File: src/rtl/sfq_pkg.sv
// sfq_pkg: shared types and constants for the SFQ pulse bank.
//  - sfq_tx_state_e : per-channel TX state (idle / pulse high / enforced gap)
//  - SFQ_PW_DEF, SFQ_MIN_GAP_DEF : default pulse width and gap in clk cycles
//  - sfq_cnt_w()    : width of a counter that must hold values 0..n-1
package sfq_pkg;

   typedef enum logic [1:0] {
      SFQ_IDLE  = 2'd0,
      SFQ_PULSE = 2'd1,
      SFQ_GAP   = 2'd2
   } sfq_tx_state_e;

   localparam int SFQ_PW_DEF      = 2;
   localparam int SFQ_MIN_GAP_DEF = 1;

   // Never returns 0 so a degenerate phase counter still has one bit.
   function automatic int sfq_cnt_w(input int n);
      if (n <= 1) begin
         return 1;
      end else begin
         return $clog2(n);
      end
   endfunction

endpackage

File: src/rtl/sfq_channel.sv
// sfq_channel: one SFQ channel = TX pulse generator with pending-send queue
// counter, plus RX edge latch (and optional RX edge counter).
// Optional feature macro: SFQ_RX_CNT_EN (adds o_rx_cnt and the counter).
// Ports:
//  clk, rst   clock, synchronous active-high reset
//  i_send     one-cycle request for one TX pulse
//  i_pulse    RX pulse input (synchronous to clk)
//  i_clear    clears RX latch, overflow flag (and RX count)
//  o_pulse    TX pulse, high for exactly PW cycles per accepted request
//  o_busy     channel pulsing, in gap, or holding queued requests
//  o_ovf      sticky: a request was dropped because the queue was full
//  o_data     RX latch, set by a rising edge of i_pulse
//  o_rx_cnt   saturating count of RX edges (SFQ_RX_CNT_EN only)
module sfq_channel
   import sfq_pkg::*;
#(
   parameter int PW      = SFQ_PW_DEF,
   parameter int MIN_GAP = SFQ_MIN_GAP_DEF,
   parameter int PEND_W  = 3
`ifdef SFQ_RX_CNT_EN
   , parameter int CNT_W = 8
`endif
) (
   input  logic clk,
   input  logic rst,
   input  logic i_send,
   input  logic i_pulse,
   input  logic i_clear,
   output logic o_pulse,
   output logic o_busy,
   output logic o_ovf,
   output logic o_data
`ifdef SFQ_RX_CNT_EN
   , output logic [CNT_W-1:0] o_rx_cnt
`endif
);

   localparam int PH_MAX = (PW > MIN_GAP) ? PW : MIN_GAP;
   localparam int PH_W   = sfq_cnt_w(PH_MAX);
   localparam logic [PH_W-1:0]   PW_LAST  = PH_W'(PW - 1);
   localparam logic [PH_W-1:0]   GAP_LAST = PH_W'((MIN_GAP > 0) ? (MIN_GAP - 1) : 0);
   localparam logic [PEND_W-1:0] PEND_MAX = {PEND_W{1'b1}};
   localparam bit                HAS_GAP  = (MIN_GAP > 0);

   sfq_tx_state_e     r_state;
   logic [PH_W-1:0]   r_phase;
   logic [PEND_W-1:0] r_pend;
   logic              r_pulse, r_busy, r_ovf, r_data, r_pin_q;

   sfq_tx_state_e     w_state_nx;
   logic [PH_W-1:0]   w_phase_nx;
   logic [PEND_W-1:0] w_pend_nx;
   logic              w_take, w_deq, w_enq, w_drop, w_edge;
   logic              w_ovf_nx, w_data_nx, w_pulse_nx, w_busy_nx;

   // Next-state logic. w_take: this cycle's request starts a pulse directly
   // (never enters the queue); w_deq: a queued request starts the next pulse.
   always_comb begin
      w_state_nx = r_state;
      w_phase_nx = r_phase;
      w_take     = 1'b0;
      w_deq      = 1'b0;
      case (r_state)
         SFQ_IDLE: begin
            if (i_send) begin
               w_state_nx = SFQ_PULSE;
               w_phase_nx = {PH_W{1'b0}};
               w_take     = 1'b1;
            end else begin
               w_state_nx = SFQ_IDLE;
            end
         end
         SFQ_PULSE: begin
            if (r_phase != PW_LAST) begin
               w_phase_nx = r_phase + PH_W'(1'b1);
            end else if (HAS_GAP) begin
               w_state_nx = SFQ_GAP;
               w_phase_nx = {PH_W{1'b0}};
            end else if (r_pend != {PEND_W{1'b0}}) begin
               w_state_nx = SFQ_PULSE;
               w_phase_nx = {PH_W{1'b0}};
               w_deq      = 1'b1;
            end else if (i_send) begin
               w_state_nx = SFQ_PULSE;
               w_phase_nx = {PH_W{1'b0}};
               w_take     = 1'b1;
            end else begin
               w_state_nx = SFQ_IDLE;
               w_phase_nx = {PH_W{1'b0}};
            end
         end
         SFQ_GAP: begin
            if (r_phase != GAP_LAST) begin
               w_phase_nx = r_phase + PH_W'(1'b1);
            end else if (r_pend != {PEND_W{1'b0}}) begin
               w_state_nx = SFQ_PULSE;
               w_phase_nx = {PH_W{1'b0}};
               w_deq      = 1'b1;
            end else if (i_send) begin
               // A request landing on the last gap cycle with an empty queue
               // is served directly rather than bouncing through the queue.
               w_state_nx = SFQ_PULSE;
               w_phase_nx = {PH_W{1'b0}};
               w_take     = 1'b1;
            end else begin
               w_state_nx = SFQ_IDLE;
               w_phase_nx = {PH_W{1'b0}};
            end
         end
         default: begin
            w_state_nx = SFQ_IDLE;
            w_phase_nx = {PH_W{1'b0}};
         end
      endcase
   end

   // Pending queue, overflow flag and RX latch next values.
   always_comb begin
      w_enq     = i_send & ~w_take;
      w_drop    = 1'b0;
      w_pend_nx = r_pend;
      if (w_enq && w_deq) begin
         w_pend_nx = r_pend;
      end else if (w_enq) begin
         if (r_pend == PEND_MAX) begin
            w_drop = 1'b1;
         end else begin
            w_pend_nx = r_pend + PEND_W'(1'b1);
         end
      end else if (w_deq) begin
         w_pend_nx = r_pend - PEND_W'(1'b1);
      end else begin
         w_pend_nx = r_pend;
      end

      w_edge = i_pulse & ~r_pin_q;

      // A drop in the same cycle as a clear keeps the flag set.
      if (w_drop) begin
         w_ovf_nx = 1'b1;
      end else if (i_clear) begin
         w_ovf_nx = 1'b0;
      end else begin
         w_ovf_nx = r_ovf;
      end

      // An edge coinciding with a clear wins.
      if (w_edge) begin
         w_data_nx = 1'b1;
      end else if (i_clear) begin
         w_data_nx = 1'b0;
      end else begin
         w_data_nx = r_data;
      end
   end

   // Output decode from next-state values, so the outputs are registered.
   always_comb begin
      w_pulse_nx = (w_state_nx == SFQ_PULSE);
      w_busy_nx  = (w_state_nx != SFQ_IDLE) || (w_pend_nx != {PEND_W{1'b0}});
   end

   // State and output registers.
   always_ff @(posedge clk) begin
      if (rst) begin
         r_state <= SFQ_IDLE;
         r_phase <= {PH_W{1'b0}};
         r_pend  <= {PEND_W{1'b0}};
         r_pulse <= 1'b0;
         r_busy  <= 1'b0;
         r_ovf   <= 1'b0;
         r_data  <= 1'b0;
         r_pin_q <= 1'b0;
      end else begin
         r_state <= w_state_nx;
         r_phase <= w_phase_nx;
         r_pend  <= w_pend_nx;
         r_pulse <= w_pulse_nx;
         r_busy  <= w_busy_nx;
         r_ovf   <= w_ovf_nx;
         r_data  <= w_data_nx;
         r_pin_q <= i_pulse;
      end
   end

   assign o_pulse = r_pulse;
   assign o_busy  = r_busy;
   assign o_ovf   = r_ovf;
   assign o_data  = r_data;

`ifdef SFQ_RX_CNT_EN
   localparam logic [CNT_W-1:0] CNT_MAX = {CNT_W{1'b1}};
   logic [CNT_W-1:0] r_cnt, w_cnt_nx;

   // RX edge count: saturating; a clear with a coincident edge loads 1.
   always_comb begin
      w_cnt_nx = r_cnt;
      if (i_clear) begin
         if (w_edge) begin
            w_cnt_nx = CNT_W'(1'b1);
         end else begin
            w_cnt_nx = {CNT_W{1'b0}};
         end
      end else if (w_edge && (r_cnt != CNT_MAX)) begin
         w_cnt_nx = r_cnt + CNT_W'(1'b1);
      end else begin
         w_cnt_nx = r_cnt;
      end
   end

   // RX edge count register.
   always_ff @(posedge clk) begin
      if (rst) begin
         r_cnt <= {CNT_W{1'b0}};
      end else begin
         r_cnt <= w_cnt_nx;
      end
   end

   assign o_rx_cnt = r_cnt;
`endif

endmodule

File: src/rtl/sfq_pulse_bank.sv
// sfq_pulse_bank: NCH independent SFQ channels (TX pulse generator with
// request queue + RX edge latch). The top only slices vector ports.
// Optional feature macro: SFQ_RX_CNT_EN (adds rx_cnt_o and CNT_W).
// Ports:
//  clk, rst   clock, synchronous active-high reset
//  send_i     per-channel pulse request     pulse_o  per-channel TX pulse
//  busy_o     channel active or queued      ovf_o    sticky request-dropped flag
//  pulse_i    RX pulse inputs               clear_i  clear RX latch / ovf_o
//  data_o     RX latches                    rx_cnt_o RX counts, ch c at [c*CNT_W +: CNT_W]
module sfq_pulse_bank
   import sfq_pkg::*;
#(
   parameter int NCH     = 4,
   parameter int PW      = SFQ_PW_DEF,
   parameter int MIN_GAP = SFQ_MIN_GAP_DEF,
   parameter int PEND_W  = 3
`ifdef SFQ_RX_CNT_EN
   , parameter int CNT_W = 8
`endif
) (
   input  logic           clk,
   input  logic           rst,
   input  logic [NCH-1:0] send_i,
   output logic [NCH-1:0] pulse_o,
   output logic [NCH-1:0] busy_o,
   output logic [NCH-1:0] ovf_o,
   input  logic [NCH-1:0] pulse_i,
   input  logic [NCH-1:0] clear_i,
   output logic [NCH-1:0] data_o
`ifdef SFQ_RX_CNT_EN
   , output logic [NCH*CNT_W-1:0] rx_cnt_o
`endif
);

   for (genvar c = 0; c < NCH; c++) begin : g_ch
      sfq_channel #(
         .PW      (PW),
         .MIN_GAP (MIN_GAP),
         .PEND_W  (PEND_W)
`ifdef SFQ_RX_CNT_EN
         , .CNT_W (CNT_W)
`endif
      ) u_ch (
         .clk     (clk),
         .rst     (rst),
         .i_send  (send_i[c]),
         .i_pulse (pulse_i[c]),
         .i_clear (clear_i[c]),
         .o_pulse (pulse_o[c]),
         .o_busy  (busy_o[c]),
         .o_ovf   (ovf_o[c]),
         .o_data  (data_o[c])
`ifdef SFQ_RX_CNT_EN
         , .o_rx_cnt (rx_cnt_o[c*CNT_W +: CNT_W])
`endif
      );
   end

endmodule

File: config.mk
export PLATFORM = sky130hd
export DESIGN_NAME = sfq_pulse_bank
export DESIGN_NICKNAME = d
export VERILOG_FILES = /design/src/rtl/sfq_pkg.sv /design/src/rtl/sfq_channel.sv /design/src/rtl/sfq_pulse_bank.sv
export SDC_FILE = /design/constraint.sdc
export NUM_CORES = 1
export LEC_CHECK = 0
export CORE_MARGIN = 1.5
export CORE_UTILIZATION = 43
export DETAILED_ROUTE_END_ITERATION = 12
export DONT_BUFFER_PORTS = 1
export GPL_ROUTABILITY_DRIVEN = 0
export GPL_TIMING_DRIVEN = 0
export PLACE_DENSITY = 0.64
export SLEW_MARGIN = 20
export SYNTH_ARGS = -nofsm -noshare
export SYNTH_HDL_FRONTEND = slang
export SYNTH_SLANG_ARGS = --single-unit
File: constraint.sdc
create_clock -name clk -period 2.3 [get_ports clk]
set_input_delay 0.345 -clock clk [delete_from_list [all_inputs] [get_ports clk]]
set_output_delay 0.345 -clock clk [all_outputs]
set_load 0.02 [all_outputs]
==> metrics, run 1 <==
height of the die=79.29 µm; Cells after Synth=289; Rows=27; Main synth FF type=dfxtp_1; Slew Limit Fails=0; Fin. Hold Viols=0; Worst VDD drop=0.3964 mV; setup repair after global routing missed its margin=false; post-route ant nets=0; post-layout utilization of the core=approximately half; CP bufs+invs=1; core area=around 5600 µm²; fin nets=334; largest family of logic cells by synthesized area=simple AND/OR/NAND/NOR gates; Mapped Area=~2500 µm²; gr usage total=15.90%; total power=roughly 1.7 mW; status=finished clean; die area=6286 µm²; Top Ports=30; crit-path max FO=4; Routed WL per cell=12.55 µm; post-synthesis compound-gate area fraction=between 10% and 20%; Vias=1,923; CTS tree=built; Die X-Extent=between 70 and 80 µm; adder and majority gate portion of the synthesized area=12.00%; initial drt markers=between 80 and 90; Seq/Total Area, Yosys=about a third; CTS Hold Bufs=0; first-pass GRT wire length=7962 µm; Remaining DRCs=0; root buffer cell=clkbuf_8; Avg Cell Area, Syn=8.659 µm²; CP delay by family, top=compound AO/OA/AOI/OAI gates; fmax=495.7 MHz; synth warn=0; First-pass DRT Iterations=4; worst skew pair latency=approximately 0.29 ns; Crit-path slowest cell=a2111o_1; Max clock buf depth=2; Vias/cell=~5.2; largest net degree at the start of global routing=15; Tmin final=2.017 ns; initial antenna violation count=0; Hold WC Path Type=primary input to flop; Num CTS Buffers=5; max cap viols=0; number of global-route vias before repair=1,791; simple-gate share of the synthesized area=about a quarter; Total Wirelength=4630 µm; setup TNS=0 ns; CTS HTree Levels=2; CP Launch Type=flop; Leakage=about 1.1 nW; Worst Path Required=2.48 ns; # clock sinks=44; PwrDens=616.7 nW/µm²; xor-xnor portion of the synthesized cell area=between 1 and 1.5%; ys async rst share=0%; Worst slew margin=63.74%; Remaining Overflow, GRT=0; critical path's largest stage delay=0.42 ns; PortBufs=0; crit end category=flop; Worst EP arrival=2.20 ns; Setup violations, final=0; multiplexer area fraction after synthesis=0.8000%; Syn Nets=327; clock skew=a little over 0.005 ns; Cell variety after synth=53; Post-DP HPWL=3415 µm; synthesis-stage register bit count=44; worst-margin pin slew=0.5440 ns; number of post-CTS setup repair buffers=0; EDFF count, synth=0; Reg clk slew, reported paths=approximately 0.080 ns; Starting Density=44.89%; Crit Path Class=flop to flop; CP cell instances=inv_1, ha_1, nor2b_2, a211oi_2, nor2_1, xnor2_1, a2111o_1; Diodes inserted=0; layout cells sized above 1=10.44%; post-CTS sizing=0; synth-to-layout area growth=8.050%; final worst path period share=just under 90%
## Yosys cell counts, types with 2 or more instances
| master | instances | area [µm²] |
|---|---|---|
| dfxtp_1 | 44 | 880.8 |
| ha_1 | 24 | 300.3 |
| inv_1 | 22 | 82.58 |
| nor2_1 | 22 | 82.58 |
| a21oi_1 | 18 | 90.09 |
| nand2b_1 | 18 | 112.6 |
| buf_4 | 16 | 120.1 |
| nor2b_1 | 13 | 81.33 |
| nor3_1 | 11 | 55.05 |
| nand3_1 | 9 | 45.04 |
| nand2_1 | 8 | 30.03 |
| o21ai_0 | 8 | 40.04 |
| a21o_1 | 6 | 45.04 |
| a22oi_1 | 5 | 37.54 |
| and2_1 | 5 | 31.28 |
| clkbuf_1 | 5 | 18.77 |
| a211oi_1 | 4 | 30.03 |
| a31oi_1 | 3 | 18.77 |
| and3_1 | 3 | 18.77 |
| nand4_1 | 3 | 18.77 |
| xnor2_1 | 3 | 26.28 |
| a221oi_1 | 2 | 17.52 |
| and4_1 | 2 | 17.52 |
| buf_1 | 2 | 7.510 |
| mux2i_1 | 2 | 20.02 |
| nand3b_1 | 2 | 15.01 |
| nor4b_1 | 2 | 17.52 |
| o21a_1 | 2 | 15.01 |
## final cells by class
class / instances / area [µm²]
Buffer: 24 / 157.7
Clock buffer: 5 / 68.82
Clock inverter: 3 / 42.54
Fill cell: 545 / 2870
Inverter: 22 / 82.58
Multi-Input combinational cell: 199 / 1381
Sequential cell: 44 / 880.8
Tap cell: 72 / 90.09
## worst register-to-register path: stages, from the launching register on
cell and delay (ns):
dfxtp_1 0.40, inv_1 0.10, ha_1 0.25, nor2b_2 0.19, a211oi_2 0.29, nor2_1 0.11
xnor2_1 0.16, a2111o_1 0.42
## per-stage QoR
step	hold slack, ns	worst slack [ns]	instances	cell area, µm²
2_1_floorplan	0.4455	0.5310	289	2502
3_3_place_gp	0.4583	0.3752	361	2592
3_5_place_dp	0.4631	0.3266	361	2592
4_1_cts	0.1632	0.2893	369	2704
5_1_grt	0.1556	0.1727	369	2704
6_report	0.1743	0.2828	369	2704
## flip-flops by register name, summed over array words and instances, names as in the netlist
signal	count
g_ch.u_ch.r_pin_q	4
g_ch.u_ch.o_pulse	4
g_ch.u_ch.o_busy	4
g_ch.u_ch.r_state	8
g_ch.u_ch.o_data	4
g_ch.u_ch.o_ovf	4
g_ch.u_ch.r_phase	4
g_ch.u_ch.r_pend	12
## final timing paths
| check | cells past startpoint | slack [ns] | start | endpoint |
|---|---|---|---|---|
| max | 7 | 0.28 | g_ch[3].u_ch.r_state[0]$_SDFF_PP0_ | g_ch[3].u_ch.o_busy$_SDFF_PP0_ |
| min | 1 | 0.17 | pulse_i[1] | g_ch[1].u_ch.r_pin_q$_SDFF_PP0_ |
| max reg2reg | 7 | 0.28 | g_ch[3].u_ch.r_state[0]$_SDFF_PP0_ | g_ch[3].u_ch.o_busy$_SDFF_PP0_ |
| min reg2reg | 2 | 0.47 | g_ch[2].u_ch.o_ovf$_SDFFE_PP0P_ | g_ch[2].u_ch.o_ovf$_SDFFE_PP0P_ |
## layer usage
metal  track usage, %  wire length, µm  vias up
li1                 -                -     1004
met1            20.42             2354      883
met2            26.32             2074       31
met3            3.908              156        5
met4            4.561               44        0
met5                0                0        -
## cell usage in the layout, fill, tap and decap left out, types with 2 or more instances in the layout
cell	count
dfxtp_1	44
ha_1	24
inv_1	22
nor2_1	22
nand2b_1	18
a21oi_1	18
buf_4	16
nor2b_1	13
nor3_1	11
nand3_1	9
nand2_1	8
o21ai_0	8
a21o_1	6
clkbuf_1	5
a22oi_1	5
and2_1	5
clkbuf_8	5
a211oi_1	4
nand4_1	3
a31oi_1	3
and3_1	3
xnor2_1	3
buf_1	2
nor4b_1	2
o21a_1	2
and4_1	2
a221oi_1	2
nand3b_1	2
mux2i_1	2
## power by group
part	leakage (nW)	total, mW	switching [mW]	internal [mW]
sequential	0.361	0.823	0.0217	0.801
combinational	0.717	0.256	0.146	0.110
clock	0.0541	0.589	0.267	0.321
## cell families after synthesis
family,after synthesis
multiplexers,2
AND/OR/NAND/NOR,106
flip-flops,44
AO/OA/AOI/OAI,63
buffers and inverters,46
adder cells (fa/ha/maj),24
XOR/XNOR,4
No activity file was read; power rests on OpenSTA's default activity.
==> inputs of run 2 (changes only) <==
--- a/config.mk
+++ b/config.mk
@@ -5,7 +5,7 @@
 export SDC_FILE = /design/constraint.sdc
 export NUM_CORES = 1
 export LEC_CHECK = 0
-export CORE_MARGIN = 1.5
+export CORE_MARGIN = 10
 export CORE_UTILIZATION = 43
 export DETAILED_ROUTE_END_ITERATION = 12
 export DONT_BUFFER_PORTS = 1
==> metrics, run 2 (synthesis results as in run 1) <==
Worst slew margin=62.62% (-1.1 points); max cap viols=0 (unchanged); initial drt markers=94 (+8.0%); setup TNS=0 ns (unchanged); Tmin final=1.973 ns (-0.04456 ns); crit end category=flop; max reg flops=12 (unchanged); height of the die=96.29 µm (+21%); setup repair after global routing missed its margin=false; Worst Path Required=2.48 ns (about the same); total power=1.579 mW (-5.3%); switching share of power=26.75% (+0.70 points); Setup violations, final=0 (unchanged); Worst VDD drop=0.4277 mV (+7.9%); PortBufs=0 (unchanged); # clock sinks=44 (unchanged); sequential share of power=52.1% (+2.7 points); Worst Hold Path EP=g_ch[1].u_ch.r_pin_q$_SDFF_PP0_; Starting Density=44.89% (unchanged); Die X-Extent=96.29 µm (+21%); hold wc startpoint=pulse_i[1]; worst-margin pin slew=0.5607 ns (+0.01674 ns); reg2reg end=g_ch[3].u_ch.o_busy$_SDFF_PP0_; commonest cells after routing, fill and taps aside=44 x dfxtp_1, 24 x ha_1, 22 x inv_1, 22 x nor2_1; CTS HTree Levels=2 (unchanged); Crit Path Class=flop to flop; fillers=565 (+3.7%); fin nets=334 (unchanged); gr usage total=11.57% (-4.3 points); Slew Limit Fails=0 (unchanged); Total Wirelength=4863 µm (+5.0%); clock skew=0.003780 ns (-0.001347 ns); Largest Register=g_ch.u_ch.r_pend; critical path's largest stage delay=0.42 ns (about the same); layout cells sized above 1=9.764% (-0.67 points); worst skew pair latency=0.29 ns (about the same); fin cells=369 (unchanged); fmax=506.9 MHz (+2.3%); hold slack final=0.1770 ns (+0.002696 ns); final worst path period share=85.77% (-1.9 points); CP Launch Type=flop; synth-to-layout area growth=7.200%; CTS tree=built; WHS Path Cells=1 (unchanged); Vias/cell=5.236 (+0.47%); largest net degree at the start of global routing=13 (-2); post-route ant nets=0 (unchanged); R2R cell count=7 (unchanged); Fin. Hold Viols=0 (unchanged); CP cell instances=inv_1, ha_1, nor2b_2, a211oi_2, nor2_1, xnor2_1, a2111o_1; most common cell after layout, fill and taps aside=dfxtp_1; WP depth=7 (unchanged); Max clock buf depth=2 (unchanged); post-CTS sizing=0 (unchanged); r2r startpoint=g_ch[3].u_ch.r_state[0]$_SDFF_PP0_; CP bufs+invs=1 (unchanged); status=finished clean; First-pass DRT Iterations=4 (unchanged); Remaining DRCs=0 (unchanged); Remaining Overflow, GRT=0 (unchanged); number of post-CTS setup repair buffers=0 (unchanged); first-pass GRT wire length=8721 µm (+9.5%); design internal power=1.157 mW (-6.2%); Clk pwr share=31.6% (-3.7 points); Rows=27 (unchanged); Post-DP HPWL=3646 µm (+6.7%); R2R setup slack=0.33 ns (+0.04 ns); Routed WL per cell=13.18 µm (+5.0%); Leakage=1.124 nW (-0.76%); Psw=0.4223 mW (-2.8%); Diodes inserted=0 (unchanged); Placed Instances=361 (unchanged); crit-path max FO=4 (unchanged); Reg clk slew, reported paths=0.08 ns (about the same); Vias=1,932 (+0.47%); Num CTS Buffers=5 (unchanged); Hold WC Path Type=primary input to flop; die area=9271 µm² (+47%); Comb pwr share=16.2% (+0.9 points); Top Ports=30 (unchanged); Crit-path slowest cell=a2111o_1; PwrDens=588.7 nW/µm² (-4.6%); root buffer cell=clkbuf_8; CTS Hold Bufs=0 (unchanged); Worst EP arrival=2.15 ns (-0.05 ns); core area=5574 µm² (unchanged); initial antenna violation count=0 (unchanged); CP delay by family, top=compound AO/OA/AOI/OAI gates; number of global-route vias before repair=1,955 (+9.2%); largest registers=g_ch.u_ch.r_pend (12), g_ch.u_ch.r_state (8)
==> run 2: cell types whose count changed in the layout (fill, tap and decap cells not counted), sizes merged <==
cell	change
bufinv	-1
clkbuf	+3
clkinv	-1
clkinvlp	-1
==> run 2: worst max path at each step <==
stage / from / to / slack (ns)
2_1_floorplan: g_ch[3].u_ch.r_state[0]$_SDFF_PP0_ / g_ch[3].u_ch.o_busy$_SDFF_PP0_ / 0.53
3_3_place_gp: g_ch[3].u_ch.r_state[0]$_SDFF_PP0_ / g_ch[3].u_ch.o_busy$_SDFF_PP0_ / 0.38
3_5_place_dp: g_ch[3].u_ch.r_state[0]$_SDFF_PP0_ / g_ch[3].u_ch.o_busy$_SDFF_PP0_ / 0.33
4_1_cts: g_ch[3].u_ch.r_state[0]$_SDFF_PP0_ / g_ch[3].u_ch.o_busy$_SDFF_PP0_ / 0.32
5_1_grt: g_ch[3].u_ch.r_state[0]$_SDFF_PP0_ / g_ch[3].u_ch.o_busy$_SDFF_PP0_ / 0.21
6_report: g_ch[3].u_ch.r_state[0]$_SDFF_PP0_ / g_ch[3].u_ch.o_busy$_SDFF_PP0_ / 0.33
==> run 2: metrics by stage <==
step / instance area, µm² / setup slack, ns / util (%)
after CTS: 2683 / 0.3170 / 48.13
final: 2683 / 0.3274 / 48.13
after detailed placement: 2592 / 0.3325 / 46.51
after global placement: 2592 / 0.3764 / 46.51
after floorplan: 2502 / 0.5310 / -
after global routing: 2683 / 0.2066 / 48.13
==> run 2: power by group through the flow <==
stage | clock (mW) | sequential [mW] | combinational (mW)
after floorplan | 0 | 0.835 | 0.217
after global placement | 0 | 0.840 | 0.255
after detailed placement | 0 | 0.841 | 0.258
after CTS | 0.519 | 0.824 | 0.260
after global routing | 0.548 | 0.829 | 0.294
final | 0.500 | 0.823 | 0.256
==> run 2: cell type report <==
cell class	count	area, µm²	share of cell area, %
multi-input cells	199	1381	51.49
flip-flops and latches	44	880.8	32.84
plain buffers	24	157.7	5.877
clock buffers	8	90.09	3.358
well taps	72	90.09	3.358
inverters	22	82.58	3.078
==> run 2: worst reg2reg max path: stages, from the launching register on <==
cell and delay (ns):
dfxtp_1 0.39, inv_1 0.10, ha_1 0.24, nor2b_2 0.19, a211oi_2 0.27, nor2_1 0.11
xnor2_1 0.14, a2111o_1 0.42
==> run 2: layer usage <==
layer | GRT usage (%) | vias up | wire length [µm]
li1 | - | 1001 | -
met1 | 13.74 | 888 | 2259
met2 | 18.78 | 33 | 2218
met3 | 4.669 | 10 | 313
met4 | 3.317 | 0 | 71
met5 | 0 | - | 0
